===== src/rtl/seq_subtractor_64bit_if.sv =====
// Request/result bundle for the multi-cycle 64-bit subtractor.
// The master drives operands and the start strobe; the slave returns results and status.
interface seq_subtractor_64bit_if;
  logic        start;
  logic [63:0] a;
  logic [63:0] b;
  logic        borrowIn;
  logic [63:0] diff;
  logic        borrowOut;
  logic        overflow;
  logic        busy;
  logic        done;

  modport master (
    output start, a, b, borrowIn,
    input  diff, borrowOut, overflow, busy, done
  );

  modport slave (
    input  start, a, b, borrowIn,
    output diff, borrowOut, overflow, busy, done
  );
endinterface


===== src/rtl/seq_subtractor_64bit.sv =====
// Multi-cycle a - b - borrowIn, CHUNK_WIDTH bits per clock, computed as a + ~b + ~borrowIn.
// Results are held in output registers and only replaced when an operation completes.
module seq_sub_chunk #(
  parameter int W = 8
) (
  input  logic [W-1:0] a_k,
  input  logic [W-1:0] b_k,
  input  logic         cin,
  output logic [W-1:0] res,
  output logic         cout
);
  always_comb begin
    {cout, res} = {1'b0, a_k} + {1'b0, ~b_k} + {{W{1'b0}}, cin};
  end
endmodule

module seq_subtractor_64bit #(
  parameter int CHUNK_WIDTH = 8
) (
  input  logic                  clk,
  input  logic                  rst,
  seq_subtractor_64bit_if.slave bus
);
  localparam int CW    = CHUNK_WIDTH;
  localparam int N     = 64 / CW;
  localparam int CNT_W = (N > 1) ? $clog2(N) : 1;

  typedef enum logic [1:0] {IDLE, RUN, DONE} state_t;

  state_t             state_q, state_d;
  logic [CNT_W-1:0]   cnt_q, cnt_d;
  logic [63:0]        a_sh_q, a_sh_d;
  logic [63:0]        b_sh_q, b_sh_d;
  logic [63:0]        shadow_q, shadow_d;
  logic               carry_q, carry_d;
  logic               sign_a_q, sign_a_d;
  logic               sign_b_q, sign_b_d;
  logic [63:0]        diff_q, diff_d;
  logic               borrow_q, borrow_d;
  logic               ovf_q, ovf_d;

  logic [CW-1:0]      ch_res;
  logic               ch_cout;
  logic               last_chunk;

  // Operands shift right one chunk per cycle so the active chunk is always the low CW bits.
  seq_sub_chunk #(.W(CW)) u_chunk (
    .a_k  (a_sh_q[CW-1:0]),
    .b_k  (b_sh_q[CW-1:0]),
    .cin  (carry_q),
    .res  (ch_res),
    .cout (ch_cout)
  );

  assign last_chunk = (cnt_q == CNT_W'(N - 1));

  always_comb begin
    state_d  = state_q;
    cnt_d    = cnt_q;
    a_sh_d   = a_sh_q;
    b_sh_d   = b_sh_q;
    shadow_d = shadow_q;
    carry_d  = carry_q;
    sign_a_d = sign_a_q;
    sign_b_d = sign_b_q;
    diff_d   = diff_q;
    borrow_d = borrow_q;
    ovf_d    = ovf_q;
    case (state_q)
      IDLE: begin
        if (bus.start) begin
          state_d  = RUN;
          cnt_d    = '0;
          a_sh_d   = bus.a;
          b_sh_d   = bus.b;
          carry_d  = ~bus.borrowIn;
          sign_a_d = bus.a[63];
          sign_b_d = bus.b[63];
          shadow_d = '0;
        end
      end
      RUN: begin
        // Chunk results enter at the top; after N shifts chunk 0 sits at bit 0.
        shadow_d = (shadow_q >> CW) | (64'(ch_res) << (64 - CW));
        a_sh_d   = a_sh_q >> CW;
        b_sh_d   = b_sh_q >> CW;
        carry_d  = ch_cout;
        cnt_d    = cnt_q + CNT_W'(1);
        if (last_chunk) begin
          state_d  = DONE;
          cnt_d    = '0;
          diff_d   = shadow_d;
          borrow_d = ~ch_cout;
          ovf_d    = (sign_a_q ^ sign_b_q) & (shadow_d[63] ^ sign_a_q);
        end
      end
      DONE:    state_d = IDLE;
      default: state_d = IDLE;
    endcase
  end

  always_ff @(posedge clk or posedge rst) begin
    if (rst) begin
      state_q  <= IDLE;
      cnt_q    <= '0;
      a_sh_q   <= '0;
      b_sh_q   <= '0;
      shadow_q <= '0;
      carry_q  <= 1'b0;
      sign_a_q <= 1'b0;
      sign_b_q <= 1'b0;
      diff_q   <= '0;
      borrow_q <= 1'b0;
      ovf_q    <= 1'b0;
    end else begin
      state_q  <= state_d;
      cnt_q    <= cnt_d;
      a_sh_q   <= a_sh_d;
      b_sh_q   <= b_sh_d;
      shadow_q <= shadow_d;
      carry_q  <= carry_d;
      sign_a_q <= sign_a_d;
      sign_b_q <= sign_b_d;
      diff_q   <= diff_d;
      borrow_q <= borrow_d;
      ovf_q    <= ovf_d;
    end
  end

  assign bus.diff      = diff_q;
  assign bus.borrowOut = borrow_q;
  assign bus.overflow  = ovf_q;
  assign bus.busy      = (state_q != IDLE);
  assign bus.done      = (state_q == DONE);
endmodule

===== src/flat_wrapper.sv =====
// flat-port wrapper written by rule: the top's interface ports become plain ports
module seq_subtractor_64bit_flat 
#(
  parameter int CHUNK_WIDTH = 8
)
  (clk, rst, bus_start, bus_a, bus_b, bus_borrowIn, bus_diff, bus_borrowOut, bus_overflow, bus_busy, bus_done);
  seq_subtractor_64bit_if bus_i ();
  input  logic clk;
  input  logic rst;
  input wire logic [$bits(bus_i.start)-1:0] bus_start;
  input wire logic [$bits(bus_i.a)-1:0] bus_a;
  input wire logic [$bits(bus_i.b)-1:0] bus_b;
  input wire logic [$bits(bus_i.borrowIn)-1:0] bus_borrowIn;
  output wire logic [$bits(bus_i.diff)-1:0] bus_diff;
  output wire logic [$bits(bus_i.borrowOut)-1:0] bus_borrowOut;
  output wire logic [$bits(bus_i.overflow)-1:0] bus_overflow;
  output wire logic [$bits(bus_i.busy)-1:0] bus_busy;
  output wire logic [$bits(bus_i.done)-1:0] bus_done;
  assign bus_i.start = bus_start;
  assign bus_i.a = bus_a;
  assign bus_i.b = bus_b;
  assign bus_i.borrowIn = bus_borrowIn;
  assign bus_diff = bus_i.diff;
  assign bus_borrowOut = bus_i.borrowOut;
  assign bus_overflow = bus_i.overflow;
  assign bus_busy = bus_i.busy;
  assign bus_done = bus_i.done;
  seq_subtractor_64bit #(.CHUNK_WIDTH(CHUNK_WIDTH)) u_core (.clk(clk), .rst(rst), .bus(bus_i));
endmodule

===== config.mk =====
export PLATFORM = sky130hd
export DESIGN_NAME = seq_subtractor_64bit_flat
export DESIGN_NICKNAME = d
export VERILOG_FILES = /design/src/rtl/seq_subtractor_64bit_if.sv /design/src/rtl/seq_subtractor_64bit.sv /design/src/flat_wrapper.sv
export SDC_FILE = /design/constraint.sdc
export NUM_CORES = 1
export LEC_CHECK = 0
export CORE_AREA = 3 3 147 149
export DETAILED_ROUTE_END_ITERATION = 10
export DIE_AREA = 0 0 150 152
export HOLD_SLACK_MARGIN = 0.1
export PLACE_DENSITY = 0.85
export SKIP_LAST_GASP = 1
export SLEW_MARGIN = 20
export SYNTH_ARGS = -nofsm -noshare
export SYNTH_HDL_FRONTEND = slang
export SYNTH_HIERARCHICAL = 1
export SYNTH_SLANG_ARGS = --single-unit

===== constraint.sdc =====
create_clock -name clk -period 25.5 [get_ports clk]
set_clock_uncertainty 0.15 [all_clocks]
set_input_delay 6.375 -clock clk [delete_from_list [all_inputs] [get_ports clk]]
set_output_delay 6.375 -clock clk [all_outputs]
set_load 0.05 [all_outputs]

==> results.json, run 1 <==
{
  "antenna_found_initial": 0,
  "route.vias.total": 9017,
  "clkTransAtPathRegs_ns": 0.06,
  "clock_latency_ns": 0.52,
  "cts_setup_buffers": 0,
  "ant_nets": 0,
  "cts.sinks": 258,
  "yosysTopAreaCell": "dfrtp_1",
  "coreArea_mm2": 0.0203,
  "syn_nets": 1311,
  "hold_buffers": 0,
  "ys.flop_type": "dfrtp_1",
  "routed_via_density": 5.64,
  "hpwl_um": 17700,
  "layout_setup_ws_ns": 15.95,
  "worstSetupStartpoint": "u_core/state_q[1]$_DFFE_PP0P_",
  "start_kind": "flip-flop",
  "hold_viol": 0,
  "period_needed_ns": 9.55,
  "h-tree-depth": 1,
  "p_leak_uw": 0.00647,
  "cp.arrival_ns": 3.02,
  "r2r-start": "u_core/state_q[0]$_DFFE_PP0P_",
  "setup_tns_ns": 0,
  "min_from": "u_core/b_sh_q[25]$_DFFE_PP0P_",
  "min_path_type": "flip-flop to flip-flop",
  "cts_buffer_depth": 3,
  "die_y_um": 152,
  "die_x_um": 150,
  "peakVddDrop_mv": 0.0810,
  "async_reset_ff_share_pct": 100,
  "timing.slew.headroom_pct": 27.4,
  "dieArea_mm2": 0.0228,
  "yosysWarnings": 6,
  "syn_area_mm2": 0.0118,
  "worstSetupPathType": "flip-flop to output port",
  "grt_pass1_vias": 9035,
  "p_per_area_mw_per_mm2": 131,
  "cp.required_ns": 18.98,
  "drv_slew": 0,
  "yosysSeqAreaShare_pct": 54.8,
  "cts_made_buffers": 26,
  "drc": 0,
  "cts_tree": "done",
  "crit_fanout": 67,
  "gr-usage-all-layers_pct": 24.2,
  "drt_iter0_markers": 687,
  "worst_setup_path_end_kind": "output port",
  "synth_area_per_cell_um2": 10.1,
  "worstMarginPinSlew_ns": 1.09,
  "synth_seq_cells": 258,
  "synth_edf_count": 0,
  "drt-wirelength-per-cell_um": 17.6,
  "syn_inst": 1168,
  "cap_violations": 0,
  "overflow": 0,
  "nets": 1454,
  "drt-total-wl_um": 28100,
  "outcome": "completed",
  "fin_crit_sh_pct": 37.4,
  "grt_max_degree": 129,
  "grt_pass1_wl_um": 45700,
  "finalWeightedCongestion": 0.822,
  "yosysUniqueCellTypes": 38,
  "first_pass_iters": 5,
  "io_buffer_count": 199,
  "dp_slack_ns": 16.53,
  "max_freq_mhz": 105,
  "setup_viol": 0,
  "synth_top_area_share_pct": 54.8,
  "clock-root-buffer": "clkbuf_16",
  "post_cts_resized": 0,
  "layout_commonest_cell": "dfrtp_1",
  "rsz0062_at_grt": "no",
  "start_util_pct": 58.0,
  "num-fill-cells": 1489,
  "layout_common_cells": "dfrtp_1 (256), nand2_1 (230), clkdlybuf4s50_1 (198)",
  "final_layout_size_suffix_gt1_share_pct": 10.2,
  "io_pins": 200,
  "rows": 52,
  "num_antenna_cells": 0,
  "ff_latch_area_mm2": 0.00646,
  "area_growth_pct": 23.3,
  "synth_area_leaders": "dfrtp_1 (55%), nand2_1 (7.3%), o21ai_0 (6.4%)",
  "multi_input_area_mm2": 0.00475
}
[final timing paths]
check	endpoint	slack (ns)	cells after the start
worst min-delay path	u_core/b_sh_q[25]$_DFFE_PP0P_	0.33	2
worst max-delay path	bus_busy	15.95	3
worst max register to register	u_core/a_sh_q[18]$_DFFE_PP0P_	22.24	5
min in group asynchronous	u_core/bus.diff[1]$_DFFE_PP0P_	6.23	2
max in group asynchronous	u_core/state_q[0]$_DFFE_PP0P_	17.54	3
worst min register to register	u_core/b_sh_q[25]$_DFFE_PP0P_	0.33	2
[worst max-delay path: stages (launching register included)]
cell and delay [ns]:
dfrtp_4 0.91, buf_4 0.57, or2_2 0.20, clkdlybuf4s50_1 0.80
[cell families after synthesis]
logic type               after synthesis  synth area share, %
AO/OA/AOI/OAI                        354                 16.1
multiplexers                          66                 6.31
flip-flops                           258                 54.8
XOR/XNOR                               4                0.297
AND/OR/NAND/NOR                      364                 16.1
buffers and inverters                111                 5.08
adder cells (fa/ha/maj)               11                 1.30
[layout make-up]
cell class,instances,share of cell area [%]
clock inverter,12,0.551
multi-input combinational,799,32.7
timing repair buffer,210,14.4
inverter,16,0.465
clock buffer,34,5.03
sequential,258,44.5
tap,270,2.33
[report_power, final]
part | switching (uW) | internal [uW] | total (uW) | leakage (uW)
clock network | 155 | 202 | 357 | 0.000403
logic | 503 | 317 | 819 | 0.00281
registers | 139 | 589 | 728 | 0.00326
[metal layers]
layer  global-route usage [%]  wire length, um  share of wire, %  vias to the layer above
met3                     3.52             1680               6.0                       48
met2                     39.7            13900                49                      283
met5                        0                0                 0                        -
met4                     5.62              624               2.2                        0
met1                     34.5            12000                43                     4398
li1                         -                -                 -                     4288
[through the flow]
step | cells | power, uW | util, % | hold WS [ns] | instance area [um^2]
CTS | 1598 | 1920 | 71.4 | 0.337 | 14500
floorplan | 1168 | 1300 | - | 0.299 | 11800
global placement | 1552 | 1520 | 67.4 | 0.311 | 13700
global route | 1599 | 2030 | 71.6 | 0.357 | 14500
detailed placement | 1552 | 1550 | 67.4 | 0.324 | 13700
finish | 1599 | 1900 | 71.6 | 0.334 | 14500
[cell usage after synthesis, types with 2 or more instances]
cell,count
o21ai_0,150
and3b_1,80
o21a_1,3
clkbuf_1,36
buf_2,34
o22ai_1,2
ha_1,9
xnor2_1,4
buf_6,12
inv_1,16
mux2_2,66
nor2_1,8
fa_1,2
buf_4,13
o21ai_1,39
a22oi_1,32
a21oi_1,118
dfrtp_1,258
nor2b_1,38
nand2_1,230
[sequential cells by signal (all words and copies together) (netlist names)]
signal / cells
u_core/sign_a_q: 1
u_core/sign_b_q: 1
u_core/cnt_q: 3
u_core/bus.overflow: 1
u_core/bus.borrowOut: 1
u_core/shadow_q: 56
u_core/a_sh_q: 64
u_core/carry_q: 1
u_core/bus.diff: 64
u_core/state_q: 2
u_core/b_sh_q: 64
(Power assumes the default switching activity.)
==> run 2: changes to the inputs <==
CORE_AREA = 3 3 161 163   (was 3 3 147 149)
DIE_AREA = 0 0 164 166   (was 0 0 150 152)
PLACE_DENSITY = 0.76   (was 0.85)
clock period = 8 ns   (was 25.5 ns; I/O delays follow)
==> run 2 against run 1 <==
  * Core utilization down 11 points
  * Hold slack worse by 0.0043 ns
  * Power rose to 3.3 times the previous value
  * Flip-flop and latch count unchanged
  * Setup slack worse by 13 ns
==> results.json, run 2 (synthesis results as in run 1) <==
{
  "hold_buffers": 0,
  "nets": 1458,
  "pwr-share-seq_pct": 36.1,
  "num-fill-cells": 2035,
  "hpwl_um": 17900,
  "cts_tree": "done",
  "timing.slew.headroom_pct": 28.6,
  "postPlaceCellArea_mm2": 0.0138,
  "drc": 0,
  "hold_viol": 0,
  "antenna_found_initial": 1,
  "min_path_cells": 2,
  "final-instance-count-excl-fill": 1659,
  "io_buffer_count": 199,
  "cap_violations": 0,
  "p_int_uw": 3830,
  "h-tree-depth": 1,
  "worstSetupPathType": "flip-flop to output port",
  "dp.cells": 1607,
  "rr_worst_depth": 5,
  "setup_viol": 0,
  "coreArea_mm2": 0.0245,
  "die_x_um": 164,
  "layout_commonest_cell": "dfrtp_1",
  "drt_iter0_markers": 899,
  "holdPathEnd": "u_core/b_sh_q[23]$_DFFE_PP0P_",
  "clkTransAtPathRegs_ns": 0.06,
  "cts_setup_buffers": 0,
  "worstMarginPinSlew_ns": 1.07,
  "grt_max_degree": 125,
  "cp.arrival_ns": 2.49,
  "p_clk_share_pct": 22.7,
  "setup_tns_ns": 0,
  "io_pins": 200,
  "die_y_um": 166,
  "rsz0062_at_grt": "no",
  "first_pass_iters": 5,
  "start_util_pct": 48.2,
  "min_path_type": "flip-flop to flip-flop",
  "post_cts_resized": 0,
  "cts_buffer_depth": 3,
  "rows": 57,
  "final_layout_size_suffix_gt1_share_pct": 10.6,
  "drt-total-wl_um": 28400,
  "layout_common_cells": "dfrtp_1 (256), nand2_1 (230), clkdlybuf4s50_1 (198)",
  "grt_pass1_vias": 9016,
  "p_per_area_mw_per_mm2": 428,
  "utilization_pct": 60.9,
  "fin_area_mm2": 0.0149,
  "finalWeightedCongestion": 0.815,
  "ant_nets": 0,
  "r2r_slack_ns": 5.17,
  "start_kind": "flip-flop",
  "outcome": "completed",
  "area_growth_pct": 26.4,
  "clock-root-buffer": "clkbuf_16",
  "grt_pass1_wl_um": 45900,
  "dieArea_mm2": 0.0272,
  "drt-wirelength-per-cell_um": 17.1,
  "worst_setup_path_end_kind": "output port",
  "power_switching_uw": 2550,
  "worstReg2RegEnd": "u_core/shadow_q[35]$_DFFE_PP0P_",
  "clock_latency_ns": 0.53,
  "min_from": "u_core/b_sh_q[23]$_DFFE_PP0P_",
  "cp.required_ns": 5.85,
  "gr-usage-all-layers_pct": 20.4,
  "cts_made_buffers": 28,
  "max_freq_mhz": 216,
  "route.vias.total": 8956,
  "power_frac_comb_pct": 41.2,
  "peakVddDrop_mv": 0.243,
  "overflow": 0,
  "cts.sinks": 258,
  "fin_crit_sh_pct": 58.0,
  "hold_ws_ns": 0.329,
  "crit_fanout": 79,
  "routed_via_density": 5.40,
  "p_leak_uw": 0.00659,
  "switching_share_pct": 39.9,
  "r2r-start": "u_core/state_q[0]$_DFFE_PP0P_",
  "period_needed_ns": 4.64,
  "drv_slew": 0
}
## run 2: worst max-delay path by stage
stage                                    to  slack (ns)                           from  cells after the start
2_1_floorplan  u_core/a_sh_q[0]$_DFFE_PP0P_        2.45                            rst                      1
3_3_place_gp    u_core/sign_a_q$_DFFE_PP0P_        3.55                      bus_start                      4
3_5_place_dp    u_core/sign_b_q$_DFFE_PP0P_        3.52                      bus_start                      4
6_report                           bus_busy        3.36  u_core/state_q[0]$_DFFE_PP0P_                      2
5_1_grt                            bus_busy        3.26  u_core/state_q[0]$_DFFE_PP0P_                      2
4_1_cts                            bus_busy        3.36  u_core/state_q[0]$_DFFE_PP0P_                      2
## run 2: through the flow
step | power, uW | worst slack, ns
2_1_floorplan | 4140 | 2.45
3_3_place_gp | 4860 | 3.55
3_5_place_dp | 4950 | 3.52
4_1_cts | 6420 | 3.36
5_1_grt | 6790 | 3.26
6_report | 6380 | 3.36
## run 2: metal layers
metal	track usage, %	up-vias	wire, um
met5	0	-	0
met1	28.2	4342	12300
met4	4.67	0	433
met3	3.84	35	1770
li1	-	4316	-
met2	33.4	263	13900
## run 2: worst max-delay path: stages (launching register included)
cell	delay [ns]
dfrtp_4	0.89
or2_2	0.23
clkdlybuf4s50_1	0.79
## run 2: cell type report
type,count,area (um^2),area share (%)
repair buffers,212,2150,14.4
multi-input cells,799,4750,31.9
flip-flops and latches,258,6460,43.4
well taps,324,405,2.72
inverters,16,63.8,0.429
clock inverters,13,250,1.68
clock buffers,36,802,5.39
diodes,1,2.50,0.0168
## run 2: power groups by stage
stage	Clock, uW	Combinational (uW)	Sequential (uW)
4_1_cts	1480	2640	2300
3_3_place_gp	0	2570	2290
3_5_place_dp	0	2630	2320
2_1_floorplan	0	1420	2730
6_report	1450	2630	2300
5_1_grt	1530	2880	2370
==> run 3: changes to the inputs <==
CORE_AREA = 3 3 154 156   (was 3 3 161 163)
DIE_AREA = 0 0 157 159   (was 0 0 164 166)
PLACE_DENSITY = 0.78   (was 0.76)
clock period = 4.5 ns   (was 8 ns; I/O delays follow)
==> run 3 against run 2 <==
  * First-iteration DRC count down 31%
  * Cell count down 2.0%
  * Setup slack worse by 2.6 ns
  * Sequential power up 78%
  * Critical path depth unchanged
  * Core utilization up 4.6 points
  * Routed wire length down 1.2%
  * Via count up 0.49%
  * Combinational power up 80%
  * Non-clock buffer count up 10
  * Flip-flop and latch count unchanged
  * Critical path type unchanged
  * Largest power group unchanged
==> results.json, run 3 (synthesis results as in run 1) <==
{
  "outcome": "completed",
  "overflow": 0,
  "clkTransAtPathRegs_ns": 0.06,
  "cts.sinks": 258,
  "slowest_stage": "dfrtp_4",
  "rows": 55,
  "cts_made_buffers": 26,
  "start_util_pct": 52.4,
  "drt_iter0_markers": 618,
  "min_path_type": "flip-flop to flip-flop",
  "wl_met1_um": 12500,
  "p_leak_uw": 0.00656,
  "layout_common_cells": "dfrtp_1 (256), nand2_1 (230), clkdlybuf4s50_1 (198)",
  "drt-total-wl_um": 28100,
  "worst_setup_path_end_kind": "output port",
  "cts_tree": "done",
  "drv_slew": 0,
  "clock-root-buffer": "clkbuf_16",
  "timing.slew.headroom_pct": 34.2,
  "cts_setup_buffers": 0,
  "coreArea_mm2": 0.0225,
  "drc": 0,
  "area_growth_pct": 25.0,
  "h-tree-depth": 1,
  "nets": 1466,
  "setup_tns_ns": 0,
  "r2r_slack_ns": 1.45,
  "worstMarginPinSlew_ns": 0.987,
  "die_y_um": 159,
  "post_cts_resized": 0,
  "route.vias.total": 9000,
  "first_pass_iters": 5,
  "cp.arrival_ns": 2.47,
  "antenna_found_initial": 0,
  "period_needed_ns": 3.75,
  "worstSetupPathType": "flip-flop to output port",
  "grt_pass1_wl_um": 45600,
  "rsz0062_at_grt": "no",
  "cap_violations": 0,
  "routed_via_density": 5.54,
  "io_pins": 200,
  "cpPeakStageDelay_ns": 0.91,
  "postPlaceCellArea_mm2": 0.0139,
  "start_kind": "flip-flop",
  "worstPathCellList": "or2_2 -> clkdlybuf4s50_1",
  "dieArea_mm2": 0.0250,
  "final_layout_size_suffix_gt1_share_pct": 10.6,
  "crit_fanout": 83,
  "utilization_pct": 65.5,
  "ant_nets": 0,
  "layout_commonest_cell": "dfrtp_1",
  "max_freq_mhz": 267,
  "grt_pass1_vias": 8826,
  "dr_wl_met2_um": 13600,
  "grt_max_degree": 121,
  "drt-wirelength-per-cell_um": 17.3,
  "p_per_area_mw_per_mm2": 740,
  "clock_latency_ns": 0.53,
  "cp.required_ns": 3.22,
  "cts_buffer_depth": 3,
  "finalWeightedCongestion": 0.851,
  "gr-usage-all-layers_pct": 22.0,
  "highest_layer": "met4",
  "setup_viol": 0,
  "num_antenna_cells": 0,
  "fin_crit_sh_pct": 83.3,
  "io_buffer_count": 199,
  "met3_length_um": 1530,
  "peakVddDrop_mv": 0.454,
  "hold_buffers": 0,
  "die_x_um": 157,
  "fin_area_mm2": 0.0147,
  "hold_viol": 0,
  "hpwl_um": 18400
}
run 3: changes by cell type in the layout (fill, tap and decap cells not counted), moves of 3 or more:
cell and delta:
buf_12 +6, buf_4 +6, clkinvlp_4 -4, clkbuf_16 -3, bufinv_16 -6, clkinv_2 +3, clkbuf_1 +6
run 3: worst paths after layout:
path,depth (start not counted),endpoint,startpoint
worst max-delay path,2,bus_busy,u_core/state_q[0]$_DFFE_PP0P_
worst min-delay path,2,u_core/b_sh_q[13]$_DFFE_PP0P_,u_core/b_sh_q[13]$_DFFE_PP0P_
worst max register to register,4,u_core/bus.diff[8]$_DFFE_PP0P_,u_core/state_q[1]$_DFFE_PP0P_
worst min register to register,2,u_core/b_sh_q[13]$_DFFE_PP0P_,u_core/b_sh_q[13]$_DFFE_PP0P_
max in group asynchronous,4,u_core/b_sh_q[33]$_DFFE_PP0P_,rst
min in group asynchronous,2,u_core/bus.diff[5]$_DFFE_PP0P_,rst
run 3: area by class of cell:
type	count	area, um^2
Clock inverter	8	80.1
Fill cell	1799	7770
Sequential cell	258	6460
Tap cell	285	357
Clock buffer	38	736
Timing Repair Buffer	222	2270
Multi-Input combinational cell	799	4750
Inverter	16	63.8
run 3: report_power, final:
part	internal [uW]	switching, uW	total (uW)
Clock	1190	873	2060
Combinational	1860	2880	4740
Sequential	3340	752	4090
Total	6390	4500	10900
run 3: worst max-delay path, delay by kind of cell (launching register included):
| family | cells | cell delay [ns] |
|---|---|---|
| simple gates | 1 | 0.23 |
| flops | 1 | 0.91 |
| buf+inv | 1 | 0.79 |
run 3: stage by stage:
stage / cells / total power [uW] / worst slack [ns] / hold WS (ns)
6_report: 1626 / 10900 / 0.753 / 0.336
5_1_grt: 1626 / 11600 / 0.623 / 0.355
4_1_cts: 1624 / 11000 / 0.725 / 0.337
3_5_place_dp: 1578 / 8860 / 1.30 / 0.324
3_3_place_gp: 1578 / 8710 / 1.30 / 0.311
2_1_floorplan: 1168 / 7370 / -0.175 / 0.299
run 3: layer usage:
layer | vias up | global-route usage [%]
met1 | 4397 | 32.3
met4 | 0 | 4.22
li1 | 4319 | -
met5 | - | 0
met2 | 256 | 35.1
met3 | 28 | 3.53
==> RTL change 1: new RTL, flow settings as in run 3 <==
The 3 states of `state_t` get a one-hot encoding in 3 bits.
--- a/src/rtl/seq_subtractor_64bit.sv
+++ b/src/rtl/seq_subtractor_64bit.sv
@@ -25,7 +25,7 @@
   localparam int N     = 64 / CW;
   localparam int CNT_W = (N > 1) ? $clog2(N) : 1;
 
-  typedef enum logic [1:0] {IDLE, RUN, DONE} state_t;
+  typedef enum logic [2:0] {IDLE = 3'b001, RUN = 3'b010, DONE = 3'b100} state_t;
 
   state_t             state_q, state_d;
   logic [CNT_W-1:0]   cnt_q, cnt_d;
Check against the original RTL: same outputs for any inputs over 10 cycles, from zero or initial values and one cycle with rst high; not proved beyond that.
==> RTL change 1 against run 3 <==
- routed wire length down 7.2%
- sequential cell count increased by 1
- synthesized area decreased by 7.7%
- core utilization shrank 3.5 points
- fmax is 9.8% higher
- final cell count decreased by 7.5%
- power is 25% lower
- sequential power decreased by 15%
- final area fell by 5.4%
- non-clock buffer count shrank 8
- setup slack gained 330 ps
- critical path type unchanged
==> RTL change 1: results (changes against run 3) <==
grt_pass1_vias: 8104  # -8.2%
p_sw_share_pct: 34.16  # -7.2 points
synth_top_family_by_area: "simple AND/OR/NAND/NOR gates"
met3WireLength_um: 1601  # +5.0%
synth.area.mux_share_pct: 6.626  # +0.32 points
drt_iter0_markers: 533  # -14%
cts_resized: 0  # unchanged
synth_fp_nets: 1177  # -10%
wl_met1_um: 11350  # -9.4%
crit_arrival_ps: 2140  # -330 ps
antenna_found_initial: 3  # +3
worst_path_largest_cell_delay_ps: 890  # -20 ps
place_ws_ps: 1430  # +129.4 ps
ys_seq_area_share_pct: 59.60  # +4.8 points
routedWlPerCell_um: 17.31  # +0.29%
worstSkewPairLatency_ps: 510  # -20 ps
synth-compound-area-share_pct: 13.04  # -3.1 points
crit_path_top_delay_cell: "clkdlybuf4s50_1"
crit_fanout: 7  # -92%
power_leakage_nw: 6.511  # -0.68%
gp_congestion: 0.8581  # +0.82%
drive_gt1_share_pct: 10.51  # -0.080 points
portBuffers: 199  # unchanged
synth_commonest_cells: "265 x nand2_1, 258 x dfrtp_1, 121 x nor2_1"
synth_fa_ha_area_share_pct: 1.403  # +0.11 points
grt_max_degree: 130  # +7.4%
synth.top_cells.by_area: "dfrtp_1 59%, nand2_1 9.1%, a31oi_1 6.5%"
grt_pass1_wl_um: 42060  # -7.7%
peakVddDrop_uv: 338.2  # -26%
highest_layer: "met5"
post-dp-hpwl_um: 17730  # -3.6%
max-slew-margin-rel_pct: 45.49  # +11 points
via_per_inst: 5.439  # -1.7%
status: "complete, no violations"
finalNetCount: 1343  # -8.4%
synth_xor_area_share_pct: 0.3221  # +0.025 points
grt.total_usage_pct: 20.60  # -1.4 points
met2_length_um: 12260  # -10%
numCtsBuffers: 26  # unchanged
==> RTL change 1: changes by cell type after synthesis, sizes merged, moves of 10 or more <==
cell	delta
a31oi	+113
buf	+10
a22oi	-32
nor2b	-36
a21oi	-99
o21ai	-185
nor2	+113
clkbuf	-29
nand2	+35
and3b	-80
a22o	+58
==> RTL change 1: worst max-delay path: cells and delay by family (launching register included) <==
family	cells	cell delay (ps)
DFF	1	490
buffers and inverters	1	890
and+or+nand+nor	1	240
==> RTL change 1: through the flow <==
step           instance area (um2)  TNS (ps)  cells
3_5_place_dp                 13030         0   1456
2_1_floorplan                10880    -48440   1034
4_1_cts                      13910         0   1502
3_3_place_gp                 13030         0   1456
5_1_grt                      13930         0   1504
6_report                     13930         0   1504
==> RTL change 1: final timing paths <==
path / start / endpoint / slack (ps) / cells past startpoint
hold reg to reg: u_core/bus.overflow$_DFFE_PP0P_ / u_core/bus.overflow$_DFFE_PP0P_ / 340 / 2
min in group asynchronous: rst / u_core/bus.diff[61]$_DFFE_PP0P_ / 820 / 2
setup / recovery: u_core/state_q[2]$_DFFE_PP0P_ / bus_done / 1090 / 2
setup reg to reg: u_core/a_sh_q[0]$_DFFE_PP0P_ / u_core/bus.overflow$_DFFE_PP0P_ / 1810 / 10
hold / removal: u_core/bus.overflow$_DFFE_PP0P_ / u_core/bus.overflow$_DFFE_PP0P_ / 340 / 2
max in group asynchronous: rst / u_core/shadow_q[15]$_DFFE_PP0P_ / 2550 / 4
==> RTL change 1: routing by layer <==
| metal | GRT usage (%) | up-vias |
|---|---|---|
| met5 | 0 | - |
| met4 | 6.805 | 4 |
| met3 | 3.316 | 57 |
| met2 | 32.49 | 275 |
| met1 | 29.28 | 3974 |
| li1 | - | 3871 |
==> RTL change 1: area by class of cell <==
cell class	instances	area [um2]
Clock buffer	41	828.3
Timing Repair Buffer	214	2205
Multi-Input combinational cell	684	3949
Clock inverter	5	50.05
Antenna cell	1	2.502
Inverter	15	60.06
Tap cell	285	356.6
Sequential cell	259	6482
Fill cell	1797	8569
==> RTL change 1: cell families (layout without fill, tap and decap cells) <==
logic type,count (synthesis),after routing
buf+inv,91,275
xor+xnor,4,4
flops,259,259
other cells,0,1
compound gates,205,205
simple gates,400,400
mux,64,64
fa+ha+maj,11,11
==> RTL change 1: power by group through the flow <==
stage	Clock [mW]	Combinational, mW	Sequential [mW]
global route	2.32	2.88	3.55
global placement	0	2.45	3.48
CTS	2.22	2.58	3.46
detailed placement	0	2.57	3.49
finish	2.17	2.55	3.46
floorplan	0	2.01	3.34
==> RTL change 2: new RTL, flow settings as in run 3 <==
Without the edit above. `CHUNK_WIDTH` is set to 8 in 2 places; all go to 16.
--- a/src/rtl/seq_subtractor_64bit.sv
+++ b/src/rtl/seq_subtractor_64bit.sv
@@ -15,7 +15,7 @@
 endmodule
 
 module seq_subtractor_64bit #(
-  parameter int CHUNK_WIDTH = 8
+  parameter int CHUNK_WIDTH = 16
 ) (
   input  logic                  clk,
   input  logic                  rst,
--- a/src/flat_wrapper.sv
+++ b/src/flat_wrapper.sv
@@ -1,7 +1,7 @@
 // flat-port wrapper written by rule: the top's interface ports become plain ports
 module seq_subtractor_64bit_flat 
 #(
-  parameter int CHUNK_WIDTH = 8
+  parameter int CHUNK_WIDTH = 16
 )
   (clk, rst, bus_start, bus_a, bus_b, bus_borrowIn, bus_diff, bus_borrowOut, bus_overflow, bus_busy, bus_done);
   seq_subtractor_64bit_if bus_i ();
Behaviour: not the same (a bounded check fails within 10 cycles, from zero or initial values and one cycle with rst high).
==> RTL change 2 against run 3 <==
- register-to-register slack got worse by 60 ps
- sequential cell count fell by 9
- synthesized area shrank 0.12%
- final area decreased by 0.35%
- critical path depth grew 1
- setup slack better by 47 ps
- routed wire length up 5.3%
- core utilization shrank 0.23 points
- power up 7.5%
- final cell count rose by 0.92%
- sequential power fell by 4%
- combinational power up 18%
- largest cell class unchanged
==> RTL change 2: results (changes against run 3) <==
power_leakage_nw: 6.552  # about the same
via_per_inst: 5.586  # +0.91%
multi_input_area_share_pct: 33.72  # +1.4 points
gp_congestion: 0.8473  # -0.45%
status: "complete, no violations"
crit_family: "buffers and inverters"
worstSkewPairLatency_ps: 510  # -20 ps
syn_area_per_cell_um2: 9.931  # -1.5%
clkbuf_count: 36  # -5.3%
grt.total_usage_pct: 23.68  # +1.7 points
routedWlPerCell_um: 18.02  # +4.4%
met3WireLength_um: 1983  # +30%
synth_commonest_cells: "249 x dfrtp_1, 232 x nand2_1, 111 x a21oi_1"
numCtsBuffers: 25  # -3.8%
max_slew.worst_pin.slew_ps: 998.3  # +11.05 ps
bufAreaShareNonClock_pct: 14.75  # -0.70 points
hp-start: "u_core/b_sh_q[41]$_DFFE_PP0P_"
holdWs_ps: 329.2  # -6.592 ps
buffers: 216  # -2.7%
synth_fp_nets: 1335  # +1.8%
inv_count: 24  # +8
switchingPower_mw: 4.975  # +11%
use_met3_pct: 5.137  # +1.6 points
drive_gt1_share_pct: 10.18  # -0.40 points
area_delta_synth_final_pct: 24.72
highest_layer: "met5"
n_fill_cell: 1823  # +1.3%
worst_path_largest_cell_delay_ps: 860  # -50 ps
dp_cells: 1595  # +1.1%
pg_seq_mw: 3.94  # -4%
grt.met1_usage_pct: 33.04  # +0.78 points
ys_seq_area_share_pct: 52.94  # -1.8 points
drt_iter0_markers: 678  # +9.7%
antenna_found_initial: 2  # +2
crit_arrival_ps: 2420  # -50 ps
r2r_setup_slack_ps: 1390  # -60 ps
peakVddDrop_uv: 460.0  # +1.3%
power_frac_comb_pct: 47.8  # +4.3 points
n_antenna_cell: 1  # +1
grt_pass1_vias: 9196  # +4.2%
p_sw_share_pct: 42.48  # +1.2 points
wl_met1_um: 12670  # +1.0%
grt_max_degree: 113  # -6.6%
crit_path_top_delay_cell: "clkdlybuf4s50_1"
syn_inst: 1185  # +1.5%
grt_use_met2_pct: 37.16  # +2.1 points
finalNetCount: 1487  # +1.4%
placement.cell_area_um2: 13800  # -0.51%
## RTL change 2: logic make-up (layout without fill, tap and decap cells)
family | count (synthesis) | in the layout | synth area share, %
xor gates and xnor gates | 10 | 10 | 0.7443
DFF | 249 | 249 | 52.94
and+or+nand+nor | 372 | 372 | 16.14
muxes | 69 | 69 | 6.570
AOI/OAI and AO/OA | 352 | 352 | 16.27
buffers and inverters | 115 | 285 | 5.295
adders and majority gates | 18 | 18 | 2.041
other | 0 | 1 | 0
## RTL change 2: worst max-delay path by stage
stage                                        from                            to  slack (ps)  cells after the start
floorplan                                     rst  u_core/a_sh_q[0]$_DFFE_PP0P_         -50                      1
global placement    u_core/state_q[1]$_DFFE_PP0P_                      bus_done        1350                      3
detailed placement  u_core/state_q[1]$_DFFE_PP0P_                      bus_done        1380                      3
CTS                 u_core/state_q[1]$_DFFE_PP0P_                      bus_done         820                      3
global route        u_core/state_q[1]$_DFFE_PP0P_                      bus_done         730                      3
finish              u_core/state_q[1]$_DFFE_PP0P_                      bus_done         800                      3
